[src/rtl/alu_res_buffer.sv]
// alu_res_buffer: registered two-entry skid buffer between the ALU result
// sources and writeback. Drops x0-targeted results, tags each entry with a
// zero flag and counts writeback stall cycles (saturating).
module alu_res_buffer #(
   parameter int unsigned DATA_W = 32,
   parameter int unsigned REG_W  = 5,
   parameter int unsigned CNT_W  = 16
) (
   input  logic              clk,
   input  logic              rst,
   input  logic              in_valid,
   output logic              in_ready,
   input  logic [DATA_W-1:0] in_res,
   input  logic [REG_W-1:0]  in_rd,
   output logic              out_valid,
   input  logic              out_ready,
   output logic [DATA_W-1:0] out_res,
   output logic [REG_W-1:0]  out_rd,
   output logic              out_zero,
   output logic [CNT_W-1:0]  stall_cnt
);

   typedef enum logic [1:0] {
      ST_EMPTY = 2'd0,
      ST_ONE   = 2'd1,
      ST_FULL  = 2'd2
   } state_e;

   state_e              state_q, state_d;
   logic [DATA_W-1:0]   m_res_q, m_res_d;
   logic [REG_W-1:0]    m_rd_q, m_rd_d;
   logic                m_zero_q, m_zero_d;
   logic [DATA_W-1:0]   s_res_q, s_res_d;
   logic [REG_W-1:0]    s_rd_q, s_rd_d;
   logic                s_zero_q, s_zero_d;
   logic                in_ready_q, in_ready_d;
   logic                out_valid_q, out_valid_d;
   logic [CNT_W-1:0]    stall_cnt_q, stall_cnt_d;
   logic                acc;
   logic                pop;
   logic                in_zero;

   // Next-state, entry movement, handshake flags and stall counter
   always_comb begin
      state_d     = state_q;
      m_res_d     = m_res_q;
      m_rd_d      = m_rd_q;
      m_zero_d    = m_zero_q;
      s_res_d     = s_res_q;
      s_rd_d      = s_rd_q;
      s_zero_d    = s_zero_q;
      stall_cnt_d = stall_cnt_q;

      // x0 beats are handshaken but never enqueued
      acc     = in_valid && in_ready_q && (in_rd != '0);
      pop     = out_valid_q && out_ready;
      in_zero = (in_res == '0);

      case (state_q)
         ST_EMPTY: begin
            if (acc) begin
               m_res_d  = in_res;
               m_rd_d   = in_rd;
               m_zero_d = in_zero;
               state_d  = ST_ONE;
            end
         end
         ST_ONE: begin
            if (acc && pop) begin
               m_res_d  = in_res;
               m_rd_d   = in_rd;
               m_zero_d = in_zero;
            end else if (acc) begin
               s_res_d  = in_res;
               s_rd_d   = in_rd;
               s_zero_d = in_zero;
               state_d  = ST_FULL;
            end else if (pop) begin
               state_d  = ST_EMPTY;
            end
         end
         ST_FULL: begin
            if (pop) begin
               m_res_d  = s_res_q;
               m_rd_d   = s_rd_q;
               m_zero_d = s_zero_q;
               state_d  = ST_ONE;
            end
         end
         default: state_d = ST_EMPTY;
      endcase

      in_ready_d  = (state_d != ST_FULL);
      out_valid_d = (state_d != ST_EMPTY);

      if (out_valid_q && !out_ready && (stall_cnt_q != '1))
         stall_cnt_d = stall_cnt_q + CNT_W'(1);
   end

   // State and datapath registers
   always_ff @(posedge clk or posedge rst) begin
      if (rst) begin
         state_q     <= ST_EMPTY;
         m_res_q     <= '0;
         m_rd_q      <= '0;
         m_zero_q    <= 1'b0;
         s_res_q     <= '0;
         s_rd_q      <= '0;
         s_zero_q    <= 1'b0;
         in_ready_q  <= 1'b1;
         out_valid_q <= 1'b0;
         stall_cnt_q <= '0;
      end else begin
         state_q     <= state_d;
         m_res_q     <= m_res_d;
         m_rd_q      <= m_rd_d;
         m_zero_q    <= m_zero_d;
         s_res_q     <= s_res_d;
         s_rd_q      <= s_rd_d;
         s_zero_q    <= s_zero_d;
         in_ready_q  <= in_ready_d;
         out_valid_q <= out_valid_d;
         stall_cnt_q <= stall_cnt_d;
      end
   end

   assign in_ready  = in_ready_q;
   assign out_valid = out_valid_q;
   assign out_res   = m_res_q;
   assign out_rd    = m_rd_q;
   assign out_zero  = m_zero_q;
   assign stall_cnt = stall_cnt_q;

endmodule

[config.mk]
export PLATFORM = sky130hd
export DESIGN_NAME = alu_res_buffer
export DESIGN_NICKNAME = d
export VERILOG_FILES = /design/src/rtl/alu_res_buffer.sv
export SDC_FILE = /design/constraint.sdc
export NUM_CORES = 1
export LEC_CHECK = 0
export ABC_AREA = 1
export BUFFER_PORTS_ARGS = -buffer_cell sky130_fd_sc_hd__buf_2
export CAP_MARGIN = 10
export CORE_ASPECT_RATIO = 0.9
export CORE_UTILIZATION = 45
export CTS_BUF_LIST = sky130_fd_sc_hd__clkbuf_8
export DETAILED_ROUTE_END_ITERATION = 10
export GPL_ROUTABILITY_DRIVEN = 0
export GPL_TIMING_DRIVEN = 0
export PLACE_DENSITY = 0.79
export SYNTH_ARGS = -nofsm -noshare
export SYNTH_HDL_FRONTEND = slang
export SYNTH_SLANG_ARGS = --single-unit
[constraint.sdc]
create_clock -name clk -period 3.8 [get_ports clk]
set_clock_uncertainty 0.15 [all_clocks]
set_input_delay 0.19 -clock clk [delete_from_list [all_inputs] [get_ports clk]]
set_output_delay 0.19 -clock clk [all_outputs]
set_load 0.005 [all_outputs]
# ---- Word level (Yosys, flattened, before mapping)
# Index checks and enable logic that the tools add are counted.
dict set report totals {
  regBits 96
  input_bits 41
  output_inout_bits 56
  word_cells 51
}
dict set report classes {
  n_addsub 1
  n_eq_ne 7
  n_mux 18
  n_bitwise 1
  n_reduce_logical 14
}
# cell count
set ops {}
lappend ops {{$mux 32} 3}
lappend ops {{$pmux 32 s3} 1}
lappend ops {{$logic_not 32->1} 1}
lappend ops {{$add 16x1->16 const B} 1}
lappend ops {{$ne 16x16->1 const B} 1}
lappend ops {{$mux 5} 3}
lappend ops {{$pmux 5 s3} 1}
lappend ops {{$mux 2} 5}
lappend ops {{$ne 2x2->1 const B} 4}
lappend ops {{$logic_and 1x1->1} 6}
lappend ops {{$pmux 2 s3} 1}
lappend ops {{$reduce_bool 5->1} 1}
lappend ops {{$reduce_and 4->1} 1}
lappend ops {{$mux 1} 3}
lappend ops {{$pmux 1 s3} 1}
lappend ops {{$reduce_and 3->1} 1}
lappend ops {{$reduce_bool 3->1} 1}
lappend ops {{$eq 2x1->1 const B} 1}
lappend ops {{$eq 2x2->1 const B} 1}
lappend ops {{$logic_not 2->1} 1}
lappend ops {{$reduce_bool 2->1} 1}
lappend ops {{$logic_not 1->1} 1}
lappend ops {{$not 1->1} 1}

# ---- Logic depth before layout (Yosys ltp)
# Gate-level depths: netlist of run 1.
dict set report depth {
  depth_word 6
  ltp_mapped 10
  mapped_depth_nobuf 9
}

# ---- Worst setup path before layout of run 1
# Ideal clock, no wire load.
dict set report synth_timing {
  path_type {register to register}
  startpoint {register stall_cnt_q[0], in the netlist stall_cnt[0]}
  endpoint {register stall_cnt_q[11], in the netlist stall_cnt[11]}
  setup_time_ns 0.116
  arrival_time_ns 1.370
  slack_ns 2.163
  stages_incl_launch_ff 10
  n_path_buf 1
  synth_period_minus_slack_ns 1.637
  cell_sequence {dfrtp_1 > ha_1 > nand3_2 > nor2_2 > nand3_2 > nand2_4 > inv_2 > buf_6 > nand2_1 > nand2_1}
}
dict set report synth_via {
  elab_chain_cells 2
  word_cells_on_any_way 3
  cone_classes {add/sub: 1; eq/ne: 1; reduce/logical: 1}
}
# element line
set synth_lines {}
lappend synth_lines {{start: declaration} 38} ;# logic [CNT_W-1:0] stall_cnt_q, stall_cnt_d;
lappend synth_lines {{start signal: assignment} 123} ;# stall_cnt_q <= stall_cnt_d;
lappend synth_lines {{branches (longest 2 deep; another with $add 16x1->16)} --}
# Several ways; the timed one is not identified.
# A chain may end at the register's enable or synchronous reset.

# ---- Worst setup path after layout of run 1
dict set report layout_timing {
  startpoint {input port in_rd[3]}
  endpoint {register s_res_q[0]}
}
dict set report layout_via {
  elab_chain_cells 5
}
# element line
set layout_lines {}
lappend layout_lines {{start: declaration} 14} ;# input logic [REG_W-1:0] in_rd,
lappend layout_lines {{$reduce_bool 5->1 *} 55} ;# acc = in_valid && in_ready_q && (in_rd != '0);
lappend layout_lines {{$logic_and 1x1->1 *} 55}
lappend layout_lines {{$logic_and 1x1->1} 69} ;# if (acc && pop) begin
lappend layout_lines {{$not 1->1 (no line)} --}
lappend layout_lines {{$reduce_and 3->1 (no line) *} --}
lappend layout_lines {{end signal: assignment} 118} ;# s_res_q <= s_res_d;
lappend layout_lines {{end: declaration} 33} ;# logic [DATA_W-1:0] s_res_q, s_res_d;
# Every way passes the cells marked *; elsewhere a longest branch is shown, timed or not.

==> results of run 1 <==
## per-layer routing
layer	GRT usage (%)	wire length (µm)
met4	7.173	195
met2	38.95	5651
met5	0	0
met1	30.38	5005
met3	7.143	831
## stage by stage
stage                     setup TNS, ns  cells
after floorplan                       0    603
after global placement           -5.903    825
after detailed placement              0    826
after CTS                             0    880
after global routing                  0    880
final                                 0    880
## synth_stat cells (2+ instances only)
cell type                  count  area, µm²
sky130_fd_sc_hd__o21ai_0      71      355.3
sky130_fd_sc_hd__inv_1        53      198.9
sky130_fd_sc_hd__buf_4         4      30.03
sky130_fd_sc_hd__nand2_1     267       1002
sky130_fd_sc_hd__xor2_1        3      26.28
sky130_fd_sc_hd__inv_2         5      18.77
sky130_fd_sc_hd__buf_2         3      15.01
sky130_fd_sc_hd__dfrtp_1      95       2377
sky130_fd_sc_hd__o21ai_1       8      40.04
sky130_fd_sc_hd__nand4_1       3      18.77
sky130_fd_sc_hd__nand3_1       9      45.04
sky130_fd_sc_hd__a21oi_1       3      15.01
sky130_fd_sc_hd__nor2_1       40      150.1
sky130_fd_sc_hd__buf_6        11      123.9
sky130_fd_sc_hd__nand3_2       2      20.02
sky130_fd_sc_hd__clkbuf_1      7      26.28
sky130_fd_sc_hd__nor3_1        2      10.01
sky130_fd_sc_hd__xnor2_1       8      70.07
## cell type report
type	count	area [µm²]
flip-flops and latches	96	2404
inverters	58	220.2
plain buffers	25	195.2
well taps	126	157.7
repair buffers	135	888.4
multi-input cells	424	1826
clock buffers	11	151.4
clock inverters	5	56.30
fillers	875	3929
## cells by family (layout without fill, tap and decap cells)
group,after synthesis,in the layout,share of synthesized area [%]
buffers and inverters,83,234,8.895
adder cells (fa/ha/maj),1,1,0.2695
AO/OA/AOI/OAI,84,84,9.218
XOR/XNOR,11,11,2.076
AND/OR/NAND/NOR,328,328,27.76
flip-flops,96,96,51.78
## power by group
| part | switching (mW) | internal [mW] | total, mW |
|---|---|---|---|
| registers | 0.222 | 1.46 | 1.68 |
| clock network | 0.365 | 0.341 | 0.706 |
| logic | 0.944 | 0.640 | 1.58 |
## worst paths after layout
| kind | start | end |
|---|---|---|
| min | out_ready | stall_cnt[10]$_DFFE_PP0P_ |
| max | in_rd[3] | s_res_q[0]$_DFFE_PP0P_ |
| min reg2reg | out_res[9]$_DFFE_PP0P_ | out_res[9]$_DFFE_PP0P_ |
| max reg2reg | stall_cnt[0]$_DFFE_PP0P_ | stall_cnt[11]$_DFFE_PP0P_ |
| min in group asynchronous | rst | s_rd_q[1]$_DFFE_PP0P_ |
| max in group asynchronous | rst | in_ready$_DFF_PP1_ |
## registers in the layout, summed over array words and instances, names as in the netlist
register	count
out_valid	1
in_ready	1
stall_cnt	16
s_zero_q	1
s_rd_q	5
out_zero	1
s_res_q	32
out_res	32
out_rd	5
state_q	2
## repair_timing
action	in CTS	in global routing
endpoints found under the hold margin	72	0
hold buffers	38	0
gates resized for setup	0	0
## tightest hold or removal path: stages
cell,delay [ns]
sky130_fd_sc_hd__buf_2,0.10
sky130_fd_sc_hd__nor2_1,0.08
sky130_fd_sc_hd__nand4_1,0.10
sky130_fd_sc_hd__nand2_1,0.05
==> impl_results.md, run 1 <==
- Result of the run: complete, no violations
- Final setup violation count: 0
- Worst Reg-to-Reg Cells: 9
- Total number of placement rows: 34
- Minimum period implied by the final worst setup slack: 1.847 ns
- Post-route setup slack: 1.953 ns
- Arrival time at the worst endpoint: 1.93 ns
- Overall overflow remaining after global route: 0
- Drt first-iter violations: 223
- Top-level I/O count: 97
- CTS tree: yes
- PnR Total Power: 3.975 mW
- Share of synthesized flip-flops with an asynchronous set or reset: 100.0%
- Power per Cell Area: 674.0 nW/µm²
- Initial Utilization: 47.24%
- Placeable core area: 9827 µm²
- Clock slew at reported path FFs: 0.10 ns
- Tightest hold margin: 0.05413 ns
- Gate count after technology mapping: 603
- Final wirelength: 11.68 mm
- Clock root buffer: sky130_fd_sc_hd__clkbuf_8
- Unrepaired setup endpoints after global routing: false
- Max Cap Viol: 0
- Combined global-route utilization of all metal layers: 23.86%
- Area growth from synthesis to final layout: 27.06%
- Post-placement worst setup slack: 1.982 ns
- Die W: 109.1 µm
- Cell breakdown of the critical path: dlygate4sd3_1, buf_2, nor2_1, nand3_1, nand2_1, inv_1, nand2_1, inv_2, buf_4, buf_4, nand2_1, o21ai_0
- Total CTS buffers: 9
- Total number of H-tree levels: 3
- Leakage power: 3.136 nW
- End-of-flow core utilization: 60.02%
- Number of warnings printed during yosys synthesis: 0
- Vias in the first global route: 4382
- Synthesized area per cell: 7.698 µm²
- Proportion of synthesized chip area in sequential cells: 51.78%
- Number of endpoints with negative hold slack in the final report: 0
- Max Clock Freq: 541.3 MHz
- Worst Path Buf+Inv: 6
- Peak supply drop: 372.4 µV
- Critical Setup Path Class: in2reg
- Die footprint: 10730 µm²
- Kind of launch point of the worst setup path: primary input
- Wirelength per Cell: 13.28 µm
- Most common cell after layout, fill and taps aside: sky130_fd_sc_hd__nand2_1
- Clock latency on the worst-skew pair: 0.37 ns
- Total via count after detailed routing: 4393
- Critical Path Sink Type: flip-flop
- Number of vias per cell: 4.992
- FF+latch count, synth: 96
- Number of cells on the worst hold path: 4
- Most frequent cells in the layout: sky130_fd_sc_hd__nand2_1 (267), sky130_fd_sc_hd__buf_2 (99), sky130_fd_sc_hd__dfrtp_1 (95)
- DR pass1 iterations: 7
- Global-route wire length before repair: 19.87 mm
- Data required time of the worst path: 3.88 ns
- Number of pins with negative max-slew slack in the final report: 0
- Most prevalent standard cell on the critical path: sky130_fd_sc_hd__nand2_1
- CP top delay family: buffers and inverters
- Crit path depth: 12
- Critical Path Slowest Stage Cell: sky130_fd_sc_hd__dlygate4sd3_1
- Fraction of layout instances using a drive strength above 1: 19.10%
- Post-detailed-placement half-perimeter wirelength: 7.951 mm
- Post-synthesis cell area: 4642 µm²
- Class of the tightest hold or removal check: in2reg
- Max incr delay on CP: 0.55 ns
- Largest fanout on the critical path: 10
- Buffers added on ports: 96
- Placed Instance Area: 5310 µm²
- Antenna-violating nets left: 0
- Pin count of the biggest net entering global routing: 63
- Number of enable-type register cells in the synthesized netlist: 0
- Net count, final: 791
- Buffers from clock root to sink, at most: 2
- Fraction of the cycle the final worst path needs: 48.61%
- Actual transition at the worst max-transition pin: 0.4710 ns
- Post-CTS Setup Repair Bufs: 0
- Setup slack of the worst register-to-register path: 1.96 ns
- Worst-case headroom to the max-slew limit: 68.60%
- Initial antenna violation count: 0
- Drc violations: 0
- Final cell area excluding filler cells: 5898 µm²
- Number of diodes added for antenna fixing: 0
- Synth Net Count: 645
- Main flop type after synthesis: sky130_fd_sc_hd__dfrtp_1
- Number of distinct library cell variants in the gate-level netlist after synthesis: 27
- Clock sink count: 96
- Die height: 98.35 µm
Power figures use the tool's default switching activity.
==> run 2: changes to the inputs <==
--- a/config.mk
+++ b/config.mk
@@ -14,7 +14,7 @@
 export DETAILED_ROUTE_END_ITERATION = 10
 export GPL_ROUTABILITY_DRIVEN = 0
 export GPL_TIMING_DRIVEN = 0
-export PLACE_DENSITY = 0.79
+export PLACE_DENSITY = 0.81
 export SYNTH_ARGS = -nofsm -noshare
 export SYNTH_HDL_FRONTEND = slang
 export SYNTH_SLANG_ARGS = --single-unit
==> constraint.sdc (replaced) <==
create_clock -name clk -period 1.54 [get_ports clk]
set_clock_uncertainty 0.15 [all_clocks]
set_input_delay 0.077 -clock clk [delete_from_list [all_inputs] [get_ports clk]]
set_output_delay 0.077 -clock clk [all_outputs]
set_load 0.005 [all_outputs]
==> run 2 against run 1 <==
Net effect: the run now ends with negative setup slack left; clock-buffer cell count is 1 lower; final cell count is 5.6% higher; critical path depth fell by 3; setup slack worse by 2.1 ns; routed wire length increased by 32%.
==> impl_results.md, run 2 (synthesis results as in run 1) <==
- Worst-case headroom to the max-slew limit: 38.05% (was 68.60%)
- Actual transition at the worst max-transition pin: 0.9272 ns (was 0.4710 ns)
- Drc violations: 0 (unchanged)
- Die W: 109.1 µm (unchanged)
- Class of the tightest hold or removal check: in2reg (unchanged)
- Placeable core area: 9827 µm² (unchanged)
- Global-route wire length before repair: 22.04 mm (was 19.87 mm)
- Uppermost signal routing layer after detailed routing: met4 (unchanged)
- Combined global-route utilization of all metal layers: 26.63% (was 23.86%)
- Minimum period implied by the final worst setup slack: 1.687 ns
- Logic gate share of total power: 53.1% (was 39.9%)
- Worst Path Buf+Inv: 4 (was 6)
- Max Clock Freq: 592.6 MHz
- Top-level I/O count: 97 (unchanged)
- Fraction of layout instances using a drive strength above 1: 40.97% (was 19.10%)
- Most prevalent standard cell on the critical path: sky130_fd_sc_hd__nand2_2 (was sky130_fd_sc_hd__nand2_1)
- Total number of H-tree levels: 3 (unchanged)
- Total CTS buffers: 9 (unchanged)
- Buffers added on ports: 96 (unchanged)
- Leakage power: 3.698 nW (was 3.136 nW)
- Clock root buffer: sky130_fd_sc_hd__clkbuf_8 (unchanged)
- Final TNS setup: -5.716 ns (was 0 ns)
- Post-route setup slack: -0.1475 ns (was 1.953 ns)
- Max Cap Viol: 0 (unchanged)
- CTS tree: yes (unchanged)
- Data required time of the worst path: 1.66 ns (was 3.88 ns)
- Number of endpoints with negative hold slack in the final report: 0 (unchanged)
- Net switching share of the total power: 40.65% (was 38.52%)
- Most common cell after layout, fill and taps aside: sky130_fd_sc_hd__nand2_1 (unchanged)
- Total via count after detailed routing: 4894 (was 4393)
- Final setup violation count: 86 (was 0)
- Number of pins with negative max-slew slack in the final report: 0 (unchanged)
- Wirelength per Cell: 16.54 µm (was 13.28 µm)
- Pin count of the biggest net entering global routing: 39 (was 63)
- Number of vias per cell: 5.268 (was 4.992)
- Power per Cell Area: 1765 nW/µm² (was 674.0 nW/µm²)
- Met1 layer wirelength in the final routing: 6.019 mm (was 5.005 mm)
- Sum of met3 wire segment lengths after detailed routing: 942 µm (was 831 µm)
- Largest fanout on the critical path: 5 (was 10)
- Critical Path Slowest Stage Cell: sky130_fd_sc_hd__dfrtp_2 (was sky130_fd_sc_hd__dlygate4sd3_1)
- Overall overflow remaining after global route: 0 (unchanged)
- Result of the run: finished with violations (was complete, no violations)
- Post-detailed-placement half-perimeter wirelength: 8.184 mm (was 7.951 mm)
- Unrepaired setup endpoints after global routing: true (was false)
- Die footprint: 10730 µm² (unchanged)
- Final wirelength: 15.37 mm (was 11.68 mm)
- Critical Setup Path Class: reg2reg (was in2reg)
- Sequential fraction of design power: 34.4% (was 42.4%)
- Clock sink count: 96 (unchanged)
- Clock slew at reported path FFs: 0.10 ns (about the same)
- DR pass1 iterations: 5 (was 7)
- Total number of placement rows: 34 (unchanged)
- Initial antenna violation count: 0 (unchanged)
- Net count, final: 840 (was 791)
- Fin cells: 929 (was 880)
- Drt first-iter violations: 337 (was 223)
- Fraction of the cycle the final worst path needs: 109.6%
- CP top delay family: simple AND/OR/NAND/NOR gates (was buffers and inverters)
- Initial Utilization: 47.24% (unchanged)
- Most frequent cells in the layout: sky130_fd_sc_hd__nand2_1 (178), sky130_fd_sc_hd__buf_2 (98), sky130_fd_sc_hd__dfrtp_1 (89) (was sky130_fd_sc_hd__nand2_1 (267), sky130_fd_sc_hd__buf_2 (99), sky130_fd_sc_hd__dfrtp_1 (95))
- Placed cells: 827 (was 826)
- Max incr delay on CP: 0.46 ns (was 0.55 ns)
- Cell breakdown of the critical path: inv_2, nor2_4, nand2_2, nand2_4, inv_6, buf_12, buf_16, nand2_2, nand2_1 (was dlygate4sd3_1, buf_2, nor2_1, nand3_1, nand2_1, inv_1, nand2_1, inv_2, buf_4, buf_4, nand2_1, o21ai_0)
- Peak supply drop: 1076 µV (was 372.4 µV)
- Antenna-violating nets left: 0 (unchanged)
- Failing checks: negative setup slack
- Vias in the first global route: 4669 (was 4382)
- Relative contribution of the clock network to total power: 12.4% (was 17.8%)
- Net load switching power: 5.084 mW (was 1.531 mW)
- Wire length on met2: 7.992 mm (was 5.651 mm)
- Number of diodes added for antenna fixing: 0 (unchanged)
- Internal portion of total power: 7.422 mW (was 2.444 mW)
- Area growth from synthesis to final layout: 52.64% (was 27.06%)
- Critical Path Sink Type: flip-flop (unchanged)
- Die height: 98.35 µm (unchanged)
- Clock latency on the worst-skew pair: 0.38 ns (was 0.37 ns)
- Kind of launch point of the worst setup path: flip-flop (was primary input)
- Post-placement worst setup slack: -0.3054 ns (was 1.982 ns)
- Filler Cells Inserted: 657 (was 875)
- Arrival time at the worst endpoint: 1.81 ns (was 1.93 ns)
- Buffers from clock root to sink, at most: 2 (unchanged)
## run 2: cell types whose count changed in the layout (fill, tap and decap cells not counted), sizes merged
cell          before  now
dlymetal6s4s       0    1
dlygate4sd3       38   39
inv               60   62
bufinv             1    0
clkinv             2    0
clkinvlp           0    2
buf              115  161
## run 2: metrics by stage
step           area, µm²  util [%]  hold slack, ns  power [mW]
2_1_floorplan       4648         -         0.04795       6.610
4_1_cts             6371     64.83        0.006487       10.76
5_1_grt             7086     72.10         0.03957       13.24
6_report            7086     72.10         0.02167       12.51
3_3_place_gp        5286     53.79          0.1667       7.811
3_5_place_dp        5334     54.28          0.1651       8.048
## run 2: worst reg2reg max path, cell delays in order (launching register included)
cell                      delay, ns
sky130_fd_sc_hd__dfrtp_2       0.46
sky130_fd_sc_hd__inv_2         0.08
sky130_fd_sc_hd__nor2_4        0.19
sky130_fd_sc_hd__nand2_2       0.12
sky130_fd_sc_hd__nand2_4       0.13
sky130_fd_sc_hd__inv_6         0.06
sky130_fd_sc_hd__buf_12        0.14
sky130_fd_sc_hd__buf_16        0.14
sky130_fd_sc_hd__nand2_2       0.06
sky130_fd_sc_hd__nand2_1       0.06
## run 2: worst paths after layout
check | startpoint | to | slack [ns] | depth (start not counted)
max | state_q[1]$_DFF_PP0_ | out_res[28]$_DFFE_PP0P_ | -0.15 | 9
min | out_ready | state_q[0]$_DFF_PP0_ | 0.02 | 5
min reg2reg | out_rd[1]$_DFFE_PP0P_ | out_rd[1]$_DFFE_PP0P_ | 0.33 | 2
max reg2reg | state_q[1]$_DFF_PP0_ | out_res[28]$_DFFE_PP0P_ | -0.15 | 9
max in group asynchronous | rst | out_res[17]$_DFFE_PP0P_ | 0.29 | 4
min in group asynchronous | rst | out_res[26]$_DFFE_PP0P_ | 0.28 | 3
## run 2: layout make-up
| cell class | count | area, µm² | share of cell area (%) |
|---|---|---|---|
| multi-input combinational | 424 | 2316 | 32.69 |
| timing repair buffer | 185 | 1504 | 21.23 |
| sequential | 96 | 2411 | 34.03 |
| clock inverter | 6 | 36.28 | 0.5121 |
| buffer | 24 | 284.0 | 4.008 |
| clock buffer | 10 | 137.6 | 1.942 |
| tap | 126 | 157.7 | 2.225 |
| inverter | 58 | 239.0 | 3.373 |
## run 2: routing by layer
layer | up-vias | track usage (%)
met5 | - | 0
met2 | 234 | 43.93
met3 | 51 | 6.208
met1 | 2358 | 34.01
met4 | 0 | 9.459
li1 | 2251 | -
## run 2: timing repair
action                                  4_1_cts  5_1_grt
hold buffers                                 39        1
buffers inserted                             23       14
pin swaps                                    20       19
endpoints found under the setup margin       88       90
hold endpoints to repair                    109        1
resized for setup                            95      181
cloned                                        6        5
## run 2: power groups by stage
stage	combinational [mW]	clock, mW	sequential [mW]
detailed placement	3.84	0	4.21
floorplan	2.43	0	4.17
CTS	5.02	1.56	4.19
global placement	3.66	0	4.15
finish	6.65	1.55	4.31
global route	7.19	1.65	4.40
